[src/rtl/control_unit.sv]
// Instruction sequencer for the 16-bit accumulator CPU: fetch/decode timing (T0-T5)
// and per-step datapath strobes decoded from the registered mode, step counter and IR.
module control_unit (
  input  logic        clk,
  input  logic        rst_n,
  input  logic        i_start,
  input  logic [15:0] i_instr,
  input  logic        i_ac_pos,
  input  logic        i_ac_neg,
  input  logic        i_ac_zero,
  input  logic        i_e,
  input  logic        i_dr_zero,
  output logic [2:0]  o_sc,
  output logic [11:0] o_addr,
  output logic        o_read,
  output logic        o_write,
  output logic        o_we,
  output logic        o_reg_ref,
  output logic        o_mem_ref,
  output logic        o_ind_addr,
  output logic        o_clr_sc,
  output logic        o_clr_ac,
  output logic        o_clr_e,
  output logic        o_comp_ac,
  output logic        o_comp_e,
  output logic        o_cir_r,
  output logic        o_cir_l,
  output logic        o_inc_ac,
  output logic        o_skip,
  output logic        o_and,
  output logic        o_add,
  output logic        o_load,
  output logic        o_load_ac,
  output logic        o_store,
  output logic        o_branch,
  output logic        o_bsa,
  output logic        o_isz,
  output logic        o_is_idle
);

  typedef enum logic {IDLE, RUN} mode_t;

  mode_t       mode;
  logic [2:0]  sc;
  logic [15:0] ir;

  logic [2:0]  op;
  logic        ind;
  logic        rr;
  logic [3:0]  top_bit;
  logic        any_bit;
  logic [2:0]  last_step;
  logic        hlt;

  assign op  = ir[14:12];
  assign ind = ir[15];
  assign rr  = (op == 3'd7) && !ind;
  assign hlt = rr && (ir[11:0] == 12'h001);

  // Register-reference bits are prioritised: the highest set bit wins.
  always_comb begin
    top_bit = 4'd0;
    any_bit = 1'b0;
    for (int b = 0; b < 12; b++) begin
      if (ir[b]) begin
        top_bit = 4'(b);
        any_bit = 1'b1;
      end
    end
  end

  always_comb begin
    case (op)
      3'd3, 3'd4, 3'd7: last_step = 3'd3;
      3'd6:             last_step = 3'd5;
      default:          last_step = 3'd4;
    endcase
  end

  always_ff @(posedge clk) begin
    if (!rst_n) begin
      mode <= IDLE;
      sc   <= 3'd0;
      ir   <= 16'h0000;
    end else begin
      case (mode)
        IDLE: begin
          sc <= 3'd0;
          if (i_start) mode <= RUN;
        end
        RUN: begin
          if (sc == 3'd1) ir <= i_instr;
          // last_step is at least 3, so the stale IR seen during T0/T1 never ends an instruction
          if (sc == last_step) begin
            sc <= 3'd0;
            if (hlt) mode <= IDLE;
          end else begin
            sc <= sc + 3'd1;
          end
        end
        default: begin
          mode <= IDLE;
          sc   <= 3'd0;
        end
      endcase
    end
  end

  assign o_sc      = sc;
  assign o_addr    = ir[11:0];
  assign o_is_idle = (mode == IDLE);

  always_comb begin
    o_read = 1'b0;    o_write = 1'b0;   o_we = 1'b0;
    o_reg_ref = 1'b0; o_mem_ref = 1'b0; o_ind_addr = 1'b0;
    o_clr_sc = 1'b0;  o_clr_ac = 1'b0;  o_clr_e = 1'b0;
    o_comp_ac = 1'b0; o_comp_e = 1'b0;  o_cir_r = 1'b0;
    o_cir_l = 1'b0;   o_inc_ac = 1'b0;  o_skip = 1'b0;
    o_and = 1'b0;     o_add = 1'b0;     o_load = 1'b0;
    o_load_ac = 1'b0; o_store = 1'b0;   o_branch = 1'b0;
    o_bsa = 1'b0;     o_isz = 1'b0;
    if (mode == RUN) begin
      case (sc)
        3'd0: o_read = 1'b1;
        3'd1: ;
        3'd2: begin
          o_read     = (op != 3'd7) && ind;
          o_ind_addr = (op != 3'd7) && ind;
        end
        default: begin
          o_mem_ref = (op != 3'd7);
          o_reg_ref = rr;
          o_clr_sc  = (sc == last_step);
          case (op)
            3'd0, 3'd1, 3'd2: begin
              o_read    = (sc == 3'd3);
              o_and     = (sc == 3'd4) && (op == 3'd0);
              o_add     = (sc == 3'd4) && (op == 3'd1);
              o_load    = (sc == 3'd4) && (op == 3'd2);
              o_load_ac = (sc == 3'd4);
            end
            3'd3: begin
              o_write = 1'b1;
              o_we    = 1'b1;
              o_store = 1'b1;
            end
            3'd4: o_branch = 1'b1;
            3'd5: begin
              o_bsa    = (sc == 3'd3);
              o_write  = (sc == 3'd3);
              o_we     = (sc == 3'd3);
              o_branch = (sc == 3'd4);
            end
            3'd6: begin
              o_read  = (sc == 3'd3);
              o_isz   = (sc == 3'd4);
              o_write = (sc == 3'd5);
              o_we    = (sc == 3'd5);
              o_skip  = (sc == 3'd5) && i_dr_zero;
            end
            default: begin
              if (rr && any_bit) begin
                case (top_bit)
                  4'd11: o_clr_ac  = 1'b1;
                  4'd10: o_clr_e   = 1'b1;
                  4'd9:  o_comp_ac = 1'b1;
                  4'd8:  o_comp_e  = 1'b1;
                  4'd7:  o_cir_r   = 1'b1;
                  4'd6:  o_cir_l   = 1'b1;
                  4'd5:  o_inc_ac  = 1'b1;
                  4'd4:  o_skip    = i_ac_pos;
                  4'd3:  o_skip    = i_ac_neg;
                  4'd2:  o_skip    = i_ac_zero;
                  4'd1:  o_skip    = ~i_e;
                  default: ;
                endcase
              end
            end
          endcase
        end
      endcase
    end
  end

endmodule
[config.mk]
export PLATFORM = sky130hd
export DESIGN_NAME = control_unit
export DESIGN_NICKNAME = d
export VERILOG_FILES = /design/src/rtl/control_unit.sv
export SDC_FILE = /design/constraint.sdc
export NUM_CORES = 1
export LEC_CHECK = 0
export CAP_MARGIN = 20
export CORE_ASPECT_RATIO = 1.25
export CORE_UTILIZATION = 40
export CTS_BUF_LIST = sky130_fd_sc_hd__clkbuf_4 sky130_fd_sc_hd__clkbuf_8
export DETAILED_ROUTE_END_ITERATION = 7
export PLACE_DENSITY = 0.86
export SYNTH_ARGS = -nofsm -noshare
export SYNTH_HDL_FRONTEND = slang
export SYNTH_SLANG_ARGS = --single-unit
[constraint.sdc]
create_clock -name clk -period 1.9 [get_ports clk]
set_clock_uncertainty 0.05 [all_clocks]
set_input_delay 0.19 -clock clk [delete_from_list [all_inputs] [get_ports clk]]
set_output_delay 0.19 -clock clk [all_outputs]
set_load 0.01 [all_outputs]
* Word-level counts from Yosys, hierarchy flattened
Cells that the tools add are included.
Widths: inputs -> output; s select.
** Operators by class
- Muxes and demuxes :: 108
- Add/subtract/negate cells :: 1
- Eq/ne operators :: 26
- Reduce and logical (&&, ||, !) cells :: 18
- Bitwise logic cells :: 2
** Operators with widths (number)
- $mux 1 :: 89
- $mux 4 :: 10
- $eq 3x3->1 const B :: 6
- $eq 4x3->1 const B :: 4
- $eq 4x4->1 const B :: 4
- $eq 12x1->1 const B :: 1
- $eq 3x2->1 const B :: 4
- $pmux 3 s2 :: 2
- $reduce_or 3->1 :: 3
- $eq 4x2->1 const B :: 2
- $logic_and 1x1->1 :: 8
- $reduce_or 7->1 :: 1
- $eq 3x1->1 const B :: 2
- $logic_not 3->1 :: 2
- $pmux 1 s2 :: 3
- $pmux 1 s3 :: 2
- $reduce_or 6->1 :: 1
- $eq 4x1->1 const B :: 1
- $pmux 1 s4 :: 1
- $reduce_or 4->1 :: 1
- $add 3x1->3 const B :: 1
- $eq 3x3->1 :: 1
- $mux 3 :: 1
- $ne 3x3->1 const B :: 1
- other kinds (3) :: 4
** Word-level totals
- Flip-flop bits (word level) :: 20
- Word-level logic and storage cells :: 158
- Output and inout port bits :: 39

* Depth between registers and ports, before layout
- Depth in word-level cells :: 17
- Gate-level depth with buffers :: 9
- Depth with buffers taken out :: 9

* Worst setup path before layout
No wires, ideal clock.
- Path type :: reg-to-output
- From :: reg sc[0], in the netlist o_sc[0]
- To :: out o_skip
- Arrival :: 1.892 ns
- Data required time :: 1.660 ns
- Stages on the path, launching flop included :: 10
- Slack :: -0.232 ns
- Cells stage by stage :: dfxtp_1 inv_1 ha_1 or3_1 nand2_2 nand2_2 clkinv_2 o41ai_2 o31a_1 o21ai_1
** On the way
- Cells in the longest elaborated chain, start to end :: 5
** Ends and longest elaborated chain
- from (decl) :: RTL line 44 : logic [2:0] sc;
- from (signal assigned) :: RTL line 98 : sc <= sc + 3'd1;
- $eq 3x3->1 :: RTL line 159 : o_skip = (sc == 3'd5) && i_dr_zero;
- $logic_and 1x1->1 :: RTL line 159
- $pmux 1 s2 :: RTL line 134 : case (op)
- $mux 1 (*) :: RTL line 123 : case (sc)
- $mux 1 (*) :: RTL line 122 : if (mode == RUN) begin
- to (decl) :: RTL line 29 : output logic o_skip,
Every way passes the cells marked *; elsewhere a longest branch is shown, timed or not.

* Worst setup path in the final report
- From :: reg sc[1], in the netlist o_sc[1]
- To :: out o_skip
Same word-level chain as after synthesis.

==> out/metrics.yaml <==
drt-total-wl_um: 5430
wl_per_cell_um: 16.1
post-route-drc-count: 0
netlist_instances: 200
cap_violations: 0
p_switching_w: 0.000277
pwr-share-seq_pct: 38.9
violations: "negative setup slack"
antenna_found_initial: 0
critical_path_required_ns: 1.66
cellPowerDensity_nw_per_um2: 432
syn_to_final_growth_pct: 75.9
fin_nets: 329
timing_hold_violations_final: 0
start_util_pct: 42.4
drt_iter0_drc: 62
insertion_delay_ns: 0.26
syn_area_sq_um: 1490
grt_max_degree: 19
pwr-share-comb_pct: 22.6
tritoncts: "done"
crit_arrival_ns: 2.02
cts_buffer_depth: 2
ys_ff_latch: 20
synth_area_per_cell_sq_um: 7.44
vias: 1813
worstHoldPathType: "in2reg"
maxSlewViolCount: 0
grt_pass1_wl_um: 8270
ys_top_cells_by_count: "nand2_1, dfxtp_1, a21boi_0, buf_4, nor2_1"
place_congestion: 0.868
firstDrtPassIters: 4
utilization_pct: 74.5
synth_flop_cell: "dfxtp_1"
numCtsBuffers: 3
fin_crit_ns: 2.26
design.portCount: 63
status: "complete, but fails checks"
whs_ns: 0.422
slew-limit-headroom_pct: 60.8
drive_gt1_share_pct: 42.1
synth.largest_area_cell: "dfxtp_1"
core_sq_um: 3510
static-leakage-power_nw: 1.11
end_kind: "output port"
setup_viol: 21
antenna_left: 0
p_int_w: 0.000853
cts-root-buf: "clkbuf_8"
finalCritPeriodShare_pct: 119
swShare_pct: 24.5
final_cell_count_no_fill: 338
path_clk_slew_ns: 0.08
synth_top_area_share_pct: 26.9
ys_types: 49
tightest_slew_ns: 0.586
num_antenna_cells: 0
ys_top_cells_by_area: "dfxtp_1, nand2_1, a21boi_0"
first_global_vias: 1796
ir_worst_vdd_v: 0.000510
ys_seq_area_share_pct: 26.9
critical_path.startpoint_type: "register"
synth.net_count: 229
yosysWarnings: 0
die_h_um: 70.2
max_clock_freq_mhz: 442
grt-ovfl-total: 0
via_per_inst: 5.36
die-width_um: 56.6
htree_levels: 1
grt_use_total_pct: 26.0
clkSinkCount: 20
portBuffers: 62
critical_path_class: "reg2out"
dpl_cell_area_sq_um: 2420
fin_area_sq_um: 2620
crit_fanout: 3
place_inst: 327
die_area_sq_um: 3970
yosysMostFrequentCell: "nand2_1"
ys_async_sr_fraction_pct: 0
rsz0062_at_grt: "yes"
dp_hpwl_um: 3470
p_clk_share_pct: 38.5
fin_ws_ns: -0.361
ctsHoldBuffers: 0
synth-edff-count: 0
placementRows: 24
setup_tns_ns: -4.05
==> per-layer routing <==
metal	global-route usage [%]	part of all wire, %	vias up
li1	-	-	878
met1	30.4	40	847
met2	45.6	53	72
met3	4.07	3.6	16
met4	11.7	2.9	0
met5	0	0	-
==> critical path, cell delays in order (launching register included) <==
cell	delay (ns)
dfxtp_4	0.37
inv_2	0.05
ha_2	0.17
or3_4	0.42
buf_6	0.14
a21oi_4	0.17
nand3_1	0.11
o31a_1	0.12
o21ai_2	0.06
buf_2	0.14
==> cells in the final DEF, fill, tap and decap left out, types with 2 or more instances in the layout <==
master,instances
dlygate4sd2_1,2
nand4b_1,3
a21oi_1,4
and2b_1,2
nor3_1,2
o211ai_1,2
nor3_2,5
and2_1,2
clkdlybuf4s50_1,39
a21boi_0,15
or3_4,2
o21ai_2,2
nand2_1,41
clkbuf_8,3
inv_2,2
buf_4,53
buf_2,16
nor2_1,10
ha_2,3
nor2_2,2
ha_1,2
buf_6,7
nand3_1,6
nand2b_1,2
dfxtp_4,2
or4_1,2
nor4_4,2
inv_1,7
a31oi_1,2
dfxtp_2,3
dfxtp_1,15
nand2_4,4
a21oi_2,4
==> repair_timing <==
| action | 4_1_cts | 5_1_grt |
|---|---|---|
| setup buffers | 6 | 1 |
| gates resized for setup | 112 | 12 |
| pin swaps | 11 | 3 |
| endpoints found under the setup margin | 23 | 23 |
==> metrics by stage <==
step                total power (W)  setup WS, ns
floorplan                  0.000547       0.00230
global placement           0.000664        -0.398
detailed placement         0.000668        -0.439
CTS                         0.00111        -0.306
global route                0.00117        -0.427
finish                      0.00113        -0.361
==> kinds of logic after synthesis <==
group | share of synthesized area (%)
AND/OR/NAND/NOR | 34.9
buffers and inverters | 12.8
adder cells (fa/ha/maj) | 4.20
multiplexers | 0.672
AO/OA/AOI/OAI | 20.6
flip-flops | 26.9
==> registers in the layout, indices dropped and copies added (netlist names) <==
register and cells:
ir 16, mode 1, o_sc 3
==> worst paths after layout <==
check	startpoint	end	slack (ns)	cells past startpoint
worst max-delay path	o_sc[1]	o_skip	-0.36	9
worst min-delay path	i_instr[2]	ir[2]	0.42	3
worst max register to register	o_sc[1]	mode	0.12	6
worst min register to register	o_sc[0]	o_sc[0]	0.54	2
==> final cells by class <==
| cell class | instances | area (sq um) |
|---|---|---|
| Multi-Input combinational cell | 146 | 1050 |
| Fill cell | 248 | 895 |
| Inverter | 10 | 42.5 |
| Tap cell | 39 | 48.8 |
| Clock buffer | 3 | 41.3 |
| Clock inverter | 1 | 30.0 |
| Timing Repair Buffer | 119 | 990 |
| Sequential cell | 20 | 412 |
==> power by group through the flow <==
stage | clock network (W) | logic, W | registers, W
floorplan | 0 | 0.0000988 | 0.000448
global placement | 0 | 0.000218 | 0.000446
detailed placement | 0 | 0.000222 | 0.000447
CTS | 0.000434 | 0.000237 | 0.000437
global route | 0.000459 | 0.000271 | 0.000440
finish | 0.000435 | 0.000256 | 0.000439
Note: power is estimated with default switching activity, not from simulation.
